[config.mk]
export PLATFORM = sky130hd
export DESIGN_NAME = edge_detect_multi
export DESIGN_NICKNAME = d
export VERILOG_FILES = /design/src/rtl/edge_detect_pkg.sv /design/src/rtl/edge_detect_chan.sv /design/src/rtl/edge_detect_multi.sv
export SDC_FILE = /design/constraint.sdc
export NUM_CORES = 1
export LEC_CHECK = 0
export ABC_AREA = 1
export BUFFER_PORTS_ARGS = -buffer_cell sky130_fd_sc_hd__buf_2
export CAP_MARGIN = 20
export CORE_MARGIN = 2
export CORE_UTILIZATION = 45
export DETAILED_ROUTE_END_ITERATION = 7
export PLACE_DENSITY = 0.73
export SKIP_LAST_GASP = 1
export SYNTH_ARGS = -nofsm -noshare
export SYNTH_HDL_FRONTEND = slang
export SYNTH_SLANG_ARGS = --single-unit
[constraint.sdc]
create_clock -name clk -period 1.3 [get_ports clk]
set_input_delay 0.065 -clock clk [delete_from_list [all_inputs] [get_ports clk]]
set_output_delay 0.065 -clock clk [all_outputs]
set_load 0.05 [all_outputs]
[src/rtl/edge_detect_pkg.sv]
// edge_detect_pkg: edge-mode encoding shared by the multi-channel edge detector.
package edge_detect_pkg;
    typedef enum logic [1:0] {
        EDGE_OFF  = 2'd0,
        EDGE_RISE = 2'd1,
        EDGE_FALL = 2'd2,
        EDGE_BOTH = 2'd3
    } edge_mode_e;
endpackage

[src/rtl/edge_detect_chan.sv]
// edge_detect_chan: one channel - synchroniser, debounce filter, edge select, sticky pending.
module edge_detect_chan
    import edge_detect_pkg::*;
#(
    parameter int SYNC_STAGES     = 2,
    parameter int DEBOUNCE_CYCLES = 0
) (
    input  logic       clk,
    input  logic       reset,
    input  logic       level,
    input  logic [1:0] mode,
    input  logic       clr_pending,
    output logic       tick,
    output logic       pending,
    output logic       level_db
);
    localparam int D  = DEBOUNCE_CYCLES > 1 ? DEBOUNCE_CYCLES : 1;
    localparam int CW = $clog2(D + 1);
    logic [SYNC_STAGES-1:0] sync_q;
    logic [CW-1:0]          cnt;
    logic                   synced, stable_q, stable_prev, rise, fall, hit;
    edge_mode_e             md;
    assign md       = edge_mode_e'(mode);
    assign synced   = sync_q[SYNC_STAGES-1];
    assign rise     = stable_q & ~stable_prev;
    assign fall     = ~stable_q & stable_prev;
    assign level_db = stable_q;
    always_comb begin
        hit = md == EDGE_RISE ? rise :
              md == EDGE_FALL ? fall :
              md == EDGE_BOTH ? (rise | fall) : 1'b0;
    end
    // a new level must be seen D cycles in a row before it replaces stable_q
    always_ff @(posedge clk or posedge reset) begin
        if (reset) begin
            sync_q      <= '0;
            cnt         <= '0;
            stable_q    <= 1'b0;
            stable_prev <= 1'b0;
            tick        <= 1'b0;
            pending     <= 1'b0;
        end else begin
            sync_q      <= {sync_q[SYNC_STAGES-2:0], level};
            stable_prev <= stable_q;
            tick        <= hit;
            pending     <= tick | (pending & ~clr_pending);
            if (synced == stable_q) begin
                cnt <= '0;
            end else if (cnt == CW'(D - 1)) begin
                stable_q <= synced;
                cnt      <= '0;
            end else begin
                cnt <= cnt + 1'b1;
            end
        end
    end
endmodule

[src/rtl/edge_detect_multi.sv]
// edge_detect_multi: N independent filtered edge-detect channels with an aggregate tick.
module edge_detect_multi
    import edge_detect_pkg::*;
#(
    parameter int N_CH            = 4,
    parameter int SYNC_STAGES     = 2,
    parameter int DEBOUNCE_CYCLES = 0
) (
    input  logic              clk,
    input  logic              reset,
    input  logic [N_CH-1:0]   level,
    input  logic [2*N_CH-1:0] mode,
    input  logic [N_CH-1:0]   clr_pending,
    output logic [N_CH-1:0]   tick,
    output logic [N_CH-1:0]   pending,
    output logic [N_CH-1:0]   level_db,
    output logic              any_tick
);
    for (genvar i = 0; i < N_CH; i++) begin : g_ch
        edge_detect_chan #(
            .SYNC_STAGES    (SYNC_STAGES),
            .DEBOUNCE_CYCLES(DEBOUNCE_CYCLES)
        ) u_chan (
            .clk        (clk),
            .reset      (reset),
            .level      (level[i]),
            .mode       (mode[2*i +: 2]),
            .clr_pending(clr_pending[i]),
            .tick       (tick[i]),
            .pending    (pending[i]),
            .level_db   (level_db[i])
        );
    end
    assign any_tick = |tick;
endmodule

Word-level counts from Yosys, hierarchy flattened

Cells that the tools add are included.

Register bits: 28
Input bits: 18
Output and inout bits: 13
Logic and storage cells: 109

$add $sub $neg: 4
Eq/ne operators: 16
Mux-type cells: 20
Bitwise operators: 40
Reduce and logical (&&, ||, !) cells: 5

Operators with widths:

| operator            | count |
|---|---|
| $mux 1              | 20 |
| $not 1->1           | 20 |
| $eq 2x2->1 const B  | 8 |
| $and 1x1->1         | 12 |
| $eq 2x1->1 const B  | 4 |
| $or 1x1->1          | 8 |
| $reduce_and 2->1    | 4 |
| $add 1x1->1 const B | 4 |
| $eq 1x1->1          | 4 |
| $reduce_or 4->1     | 1 |

Logic depth before layout (Yosys ltp)

Gate-level depths: netlist (run 1).

Depth in word-level cells: 6
Depth in mapped cells: 6
Mapped depth without buffers: 6

Hierarchy

From an unflattened synthesis (run 1), not the netlist that was laid out.

Cell total of the unflattened synthesis: 87
Area, all modules: 942.2 um^2

Modules (own cells, without submodules):

| module            | instances | cells each | area an instance (um^2) | sequential area each (um^2) |
|---|---|---|---|---|
| edge_detect_chan  | 4         | 21         | 232.7                   | 150.1 |
| edge_detect_multi | 1         | 3          | 11.3                    | 0.0 |

Worst setup path before layout (run 1)

No wires, ideal clock.

Kind: flip-flop to output port
Start: register g_ch[2].u_chan.tick
End: output port any_tick
Arrival time: 0.893 ns
Required time: 1.235 ns
Path slack: 0.342 ns
Cell stages (with the launch flop): 3
Path buffers: 0
Cell sequence: dfrtp_1 inv_1 nand4_1

Cells in the longest elaborated chain, start to end: 1

RTL lines:

| element                  | RTL line                | RTL |
|---|---|---|
| start: declaration       | edge_detect_chan.sv:13  | `output logic tick,` |
| start signal: assignment | edge_detect_chan.sv:45  | `tick <= hit;` |
| $reduce_or 4->1          | edge_detect_multi.sv:34 | `assign any_tick = \|tick;` |
| end: declaration         | edge_detect_multi.sv:17 | `output logic any_tick` |

No other way between the ends.

Worst setup path in the final report (run 1)

Same ends and word-level chain as after synthesis.

==> impl_summary.md, run 1 <==
Floorplanning
The area of the placeable core is 2170 um2. The total number of placement rows is 17. 31 I/O pins were placed. The die boundary height is 51.6 um.

Once the floorplan was initialized, standard cells occupied 47.1% of the core. The overall die area is 2670 um2. The floorplan step set the die width to 51.6 um.

Place
Routability-driven placement finished with a final weighted congestion of 0.741. The cell count after placement is 141. The half-perimeter wire length after detailed placement is 1.20 mm. The number of buffers added on ports is 30.

Setup path
The endpoint of the most critical register-to-register path is g_ch[2].u_chan.tick$_DFF_PP0_. The depth of the worst register-to-register path is 4. The critical path goes through inv_1 > nand4_1 > buf_2. The data arrival time at the worst-slack endpoint is 1.07 ns. The required time reported for the critical path endpoint is 1.24 ns. The worst stage delay on the critical path is 0.40 ns. The maximum fanout along the worst path is 2. STA classifies the critical path endpoint as an output pin. The launching element type of the critical path is a flip-flop. The beginning of the worst register-to-register path is g_ch[2].u_chan.level_db$_DFFE_PP0P_. The cell type of the slowest stage on the worst timing path is dfrtp_1. The kind of critical path is reg -> out. The register-to-register setup slack is 0.27 ns.

Logic synthesis
During synthesis, Yosys emitted a total of 0 warnings. A synthesized cell averages 10.4 um2. Counting flops and latches in the post-synthesis netlist gives 24.

After synthesis the cells add up to 1020 um2. The share of the Yosys chip area taken by registers is 58.8%. The post-synthesis net count is 124. The synthesized netlist cell count is 98. The netlist uses 11 different library cells.

Timing
The final-report max-slew violation count is 0. Timing would allow up to 0.884 GHz. The final worst clock skew is 0.00139 ns. The normalized max-slew margin is 81.0%. The final worst-path cycle share is 87.0%. The hold violation total from the final report is 0. Setup total negative slack on the finished layout was measured at 0 ns. For the pin with the worst max-slew slack, the measured transition is 0.286 ns. The worst hold slack after final layout is 0.0103 ns. The number of failing setup endpoints in the final timing report is 0. For the finished layout, the period the worst path requires is 1.13 ns. Setup repair after global routing left no endpoint under its margin.

GRT
Global routing used 14.1% of the available tracks across all layers. The via count of the first global-routing pass is 719. The first global-routing pass estimated 2.75 mm of wire. After global routing the overflow that remains totals 0. The number of antenna violations at the first check in global routing is 0. The largest net degree at the start of global routing is 25.

Cells and area
The number of antenna diodes in the final layout is 0. Compared with the post-synthesis result, the final layout area differs by 19.6%. The library cells used most frequently in the layout, excluding fill and tap cells, are buf_2 (30), inv_1 (25), dfrtp_1 (24). The final layout contains 153 nets. The share of final-layout standard cells stronger than drive strength 1 is 30.4%.

Leaving out fill and tap cells, the most frequent cell in the layout is buf_2. After the flow finishes, the layout carries non-filler instances totaling 153.

Clock network
The clock tree root driver cell is clkbuf_4. The maximum number of buffers from clock root to sink is 2. In this run, post-CTS repair resized a total of 0 instances. Once the clock tree was built, the setup fixing pass inserted 0 buffers.

CTS built an H-tree with a depth of 1. The number of buffers created by CTS is 3. The clock reaches the later pin of the worst-skew pair after 0.30 ns.

The clock transition at the registers of the reported paths is 0.11 ns. The TritonCTS clock tree is built. The clock net sink count is 24.

Power
Power spread over the standard cell area amounts to 1170 nW/um2. For this design the static power due to leakage is 0.693 nW. The worst-case IR drop observed on VDD is 0.669 mV. The overall power consumption is 1.43 mW.

Worst hold path
The worst min-delay path endpoint is g_ch[1].u_chan.tick$_DFF_PP0_. The worst hold path was traced through 3 stages. The startpoint identified for the worst hold timing path is mode[3].

The worst hold path class is in -> reg.

Detailed routing
The violation count after the first detailed-route iteration is 7. For this run, design rule violations remaining after detail routing come to 0. The detail-routed via count per cell is 4.38.

The count of nets left with antenna violations once routing finished came out at 0. The final route contains 670 vias. In the final routed layout, each cell accounts on average for 10.1 um. The first detailed-routing pass took 4 iterations.

For this block, the routed nets add up to 1.54 mm of wire.

Job
The number of max-capacitance violations reported is 0.

Status
The flow ran to the end, and the final reports show no timing, DRC or antenna violations.
-- flip-flops by register name (all words and copies together), names as in the netlist --
name / cells
g_ch.u_chan.sync_q: 8
g_ch.u_chan.pending: 4
g_ch.u_chan.level_db: 4
g_ch.u_chan.tick: 4
g_ch.u_chan.stable_prev: 4
-- worst max-delay path by stage --
| stage | startpoint | to |
|---|---|---|
| floorplan | g_ch[2].u_chan.tick$_DFF_PP0_ | any_tick |
| global placement | g_ch[2].u_chan.level_db$_DFFE_PP0P_ | g_ch[2].u_chan.tick$_DFF_PP0_ |
| detailed placement | g_ch[2].u_chan.level_db$_DFFE_PP0P_ | g_ch[2].u_chan.tick$_DFF_PP0_ |
| CTS | g_ch[3].u_chan.tick$_DFF_PP0_ | any_tick |
| global route | g_ch[2].u_chan.tick$_DFF_PP0_ | any_tick |
| finish | g_ch[2].u_chan.tick$_DFF_PP0_ | any_tick |
-- timing repair --
| item | 4_1_cts | 5_1_grt |
|---|---|---|
| hold buffers | 9 | 0 |
| setup endpoints to repair | 0 | 0 |
| endpoints found under the hold margin | 32 | 0 |
-- metal layers --
layer | vias up | GRT usage [%] | wire (um)
met5 | - | 0 | 0
met4 | 0 | 5.70 | 10
met3 | 2 | 2.87 | 80
met2 | 24 | 28.4 | 862
met1 | 316 | 13.5 | 588
li1 | 328 | - | -
-- cell type report --
type / count / area [um2]
Timing Repair Buffer: 40 / 248
Inverter: 25 / 93.8
Multi-Input combinational cell: 33 / 221
Sequential cell: 24 / 601
Clock buffer: 3 / 22.5
Fill cell: 190 / 948
Tap cell: 28 / 35.0
-- metrics by stage --
step	setup slack, ns	utilization (%)	area, um2
after floorplan	0.342	-	1020
after global placement	0.325	51.1	1110
after detailed placement	0.291	51.1	1110
after CTS	0.165	56.3	1220
after global routing	0.116	56.3	1220
final	0.169	56.3	1220
-- where the power goes --
part           internal [mW]  switching [mW]  leakage [nW]  total [mW]
combinational         0.0922           0.212         0.395       0.304
sequential             0.797          0.0257         0.284       0.822
clock                  0.108           0.195        0.0138       0.303
total                  0.997           0.433         0.693        1.43
-- cell usage after synthesis --
cell / instances / area share, %
dfrtp_1: 24 / 59
nand3_1: 4 / 2.0
a21oi_1: 4 / 2.0
nand4_1: 1 / 0.61
o21ai_0: 4 / 2.0
nor2_2: 4 / 2.5
ha_1: 8 / 9.8
inv_1: 25 / 9.2
clkbuf_1: 4 / 1.5
buf_4: 12 / 8.8
nand2_1: 8 / 2.9
-- critical path, delay by kind of cell, from the launching register on --
family | cells | cell delay [ns]
DFF | 1 | 0.40
and+or+nand+nor | 1 | 0.08
buffers and inverters | 2 | 0.28
-- cell families (layout without fill, tap and decap cells) --
kind of cell               count (synthesis)  count (layout)  synth area share (%)
AOI/OAI and AO/OA                          8               8                  3.92
adders and majority gates                  8               8                  9.80
buffers and inverters                     41              68                  19.5
DFF                                       24              24                  58.8
and+or+nand+nor                           17              17                  7.97
Power figures use the tool's default switching activity.
==> inputs of run 2 (changes only) <==
==> constraint.sdc (replaced) <==
create_clock -name clk -period 1.3 [get_ports clk]
set_input_delay 0.26 -clock clk [delete_from_list [all_inputs] [get_ports clk]]
set_output_delay 0.26 -clock clk [all_outputs]
set_load 0.05 [all_outputs]
==> impl_summary.md, run 2 (synthesis results as in run 1) <==
GRT
The global route total overflow is 0. The via count of the first global-routing pass is 584. The first global-routing pass estimated 2.24 mm of wire. For this run, the total global-route usage over all layers was measured as 11.8%. The largest net degree at the start of global routing is 25. The number of antenna violations at the first check in global routing is 0.

Power
The leakage power total is 0.664 nW. The cell area power density is 1220 nW/um2. The maximum vdd drop is 0.730 mV. After layout, the design draws a total of 1.41 mW.

Status
The run finished, with violations left. The checks that failed: negative setup slack.

Detailed routing
Dividing the detail-routed wire length by the instance count gives 9.32 um. The number of iterations in the first detailed-routing pass is 2. The total length of routed met3 wires is 91 um. The uppermost layer routed is met3. Using the TritonRoute via totals, the vias-per-cell ratio works out to 4.23. The wire length on met2 is 721 um. The total routed wire length on the met1 layer is 538 um. The wire length reported by the detailed router is 1.35 mm. In this run, the number of DRC markers left after iteration 0 of detailed routing was 3. The number of design rule violations left after detail routing is 0.

Summing over every cut layer, the via total after detailed routing is 614. The count of nets left with antenna violations once routing finished came out at 0.

Timing
In the final timing run, aggregate negative setup slack is -0.0157 ns. The final worst clock skew is 0.000921 ns. The number of failing setup endpoints in the final timing report is 1.

The worst hold slack after final layout is 0.0561 ns. Measured against its own limit, the worst slew margin works out to 80.9%. Setup repair after global routing could not meet its margin everywhere.

The final worst-path cycle share is 101%. Timing would allow up to 0.760 GHz. At the pin with the least slew margin, the transition time is 0.286 ns.

In the post-route analysis, the smallest setup slack over all paths is -0.0157 ns. Subtracting the final worst setup slack from the clock period gives 1.32 ns. The hold violation total from the final report is 0. The final-report max-slew violation count is 0.

Cells and area
The register with the most flip-flops is g_ch.u_chan.sync_q. The count of non-filler cells in the finished layout is 145. Relative to the synthesized area, the layout overhead comes to 13.1%. The flip-flop count of the largest register after layout is 8.

The antenna diode instance count is 0. In the layout the commonest cells are buf_2 (26), inv_1 (25), dfrtp_1 (24). The layout has 195 filler cells. The net count of the finished layout is 145. The share of final-layout standard cells stronger than drive strength 1 is 32.5%. The leading cell type in the layout, fill and taps excluded is buf_2. The sequential cells in the finished layout cover a total of 601 um2.

The design area is 1150 um2. The footprint of the multi-input gates is 221 um2.

Place
The cell count after placement is 141. Routability-driven placement finished with a final weighted congestion of 0.700. The half-perimeter wire length after detailed placement is 1.07 mm.

The standard cell area after detailed placement is 1110 um2. Buffers placed on the I/O ports in this run total 30.

Setup path
The kind of critical path is reg -> out. In this run the worst path has a maximum fanout of 2. The data arrival time at the worst-slack endpoint is 1.06 ns. The required time reported for the critical path endpoint is 1.04 ns. The worst setup path is captured at an output pin. The launching element type of the critical path is a flip-flop.

Clock network
The number of clock buffers added by TritonCTS is 3. The clock insertion delay at the later pin of the skew report is 0.30 ns. The clock transition at the registers of the reported paths is 0.11 ns. The clock net sink count is 24. CTS placed an instance of clkbuf_4 at the clock tree root. In this run the deepest clock path goes through 2 buffers. The TritonCTS clock tree is built.

The number of levels in the clock H-tree is 1. The number of setup buffers added after CTS is 0.

Floorplanning
In this run the horizontal extent of the chip is 51.6 um. The area of the placeable core is 2170 um2. The die boundary height is 51.6 um. The initial utilization of the core area, before any placement, comes to 47.1%.

In this run the count of I/O pins placed on the die edge is 31. The die covers 2670 um2. The total number of placement rows is 17.

Worst hold path
The worst hold path class is in -> reg.

Job
The number of max-capacitance violations reported is 0.
==> run 2: cell count changes in the layout (fill, tap and decap cells not counted), sizes merged <==
| cell | previous run | this run |
|---|---|---|
| dlygate4sd3 | 9 | 1 |
| clkbuf | 3 | 6 |
| buf | 31 | 28 |
==> run 2: metal layers <==
layer  GRT usage (%)  vias up
li1                -      312
met1            10.2      282
met2            24.1       20
met3            4.02        0
met4            3.95        0
met5               0        -
==> run 2: worst max-delay path, stage by stage (launching register included) <==
cell and delay (ns):
dfrtp_1 0.41, inv_1 0.07, nand4_1 0.11, buf_6 0.17
==> run 2: stage by stage <==
| stage | util (%) | setup WS (ns) |
|---|---|---|
| after floorplan | - | 0.147 |
| after global placement | 51.1 | 0.317 |
| after detailed placement | 51.1 | 0.277 |
| after CTS | 52.9 | -0.0234 |
| after global routing | 53.2 | -0.0740 |
| final | 53.2 | -0.0157 |
==> run 2: final timing paths <==
path	start	end	slack (ns)	cells after the start
min	level[3]	g_ch[3].u_chan.sync_q[0]$_DFF_PP0_	0.06	1
max	g_ch[2].u_chan.tick$_DFF_PP0_	any_tick	-0.02	3
min reg2reg	g_ch[3].u_chan.sync_q[0]$_DFF_PP0_	g_ch[3].u_chan.sync_q[1]$_DFF_PP0_	0.36	0
max in group asynchronous	reset	g_ch[1].u_chan.tick$_DFF_PP0_	0.56	4
min in group asynchronous	reset	g_ch[1].u_chan.sync_q[0]$_DFF_PP0_	0.52	4
max reg2reg	g_ch[3].u_chan.level_db$_DFFE_PP0P_	g_ch[3].u_chan.tick$_DFF_PP0_	0.27	4
==> run 2: power breakdown <==
part	leakage (nW)	switching, mW	total [mW]	internal, mW
clock network	0.0138	0.194	0.302	0.108
registers	0.284	0.0242	0.821	0.797
logic	0.366	0.209	0.292	0.0830
total	0.664	0.427	1.41	0.988
==> run 2: layout make-up <==
cell class                 count  share of cell area [%]
tap                           28                    3.03
sequential                    24                    52.0
multi-input combinational     33                    19.2
inverter                      25                    8.13
clock buffer                   3                    1.95
timing repair buffer          32                    15.7
==> run 2: what timing repair did <==
action                     in CTS  in global routing
resized for setup               2                  3
hold endpoints to repair       24                  0
hold buffers                    1                  0
gates cloned                    0                  0
pin swaps                       1                  1
setup endpoints to repair       1                  4
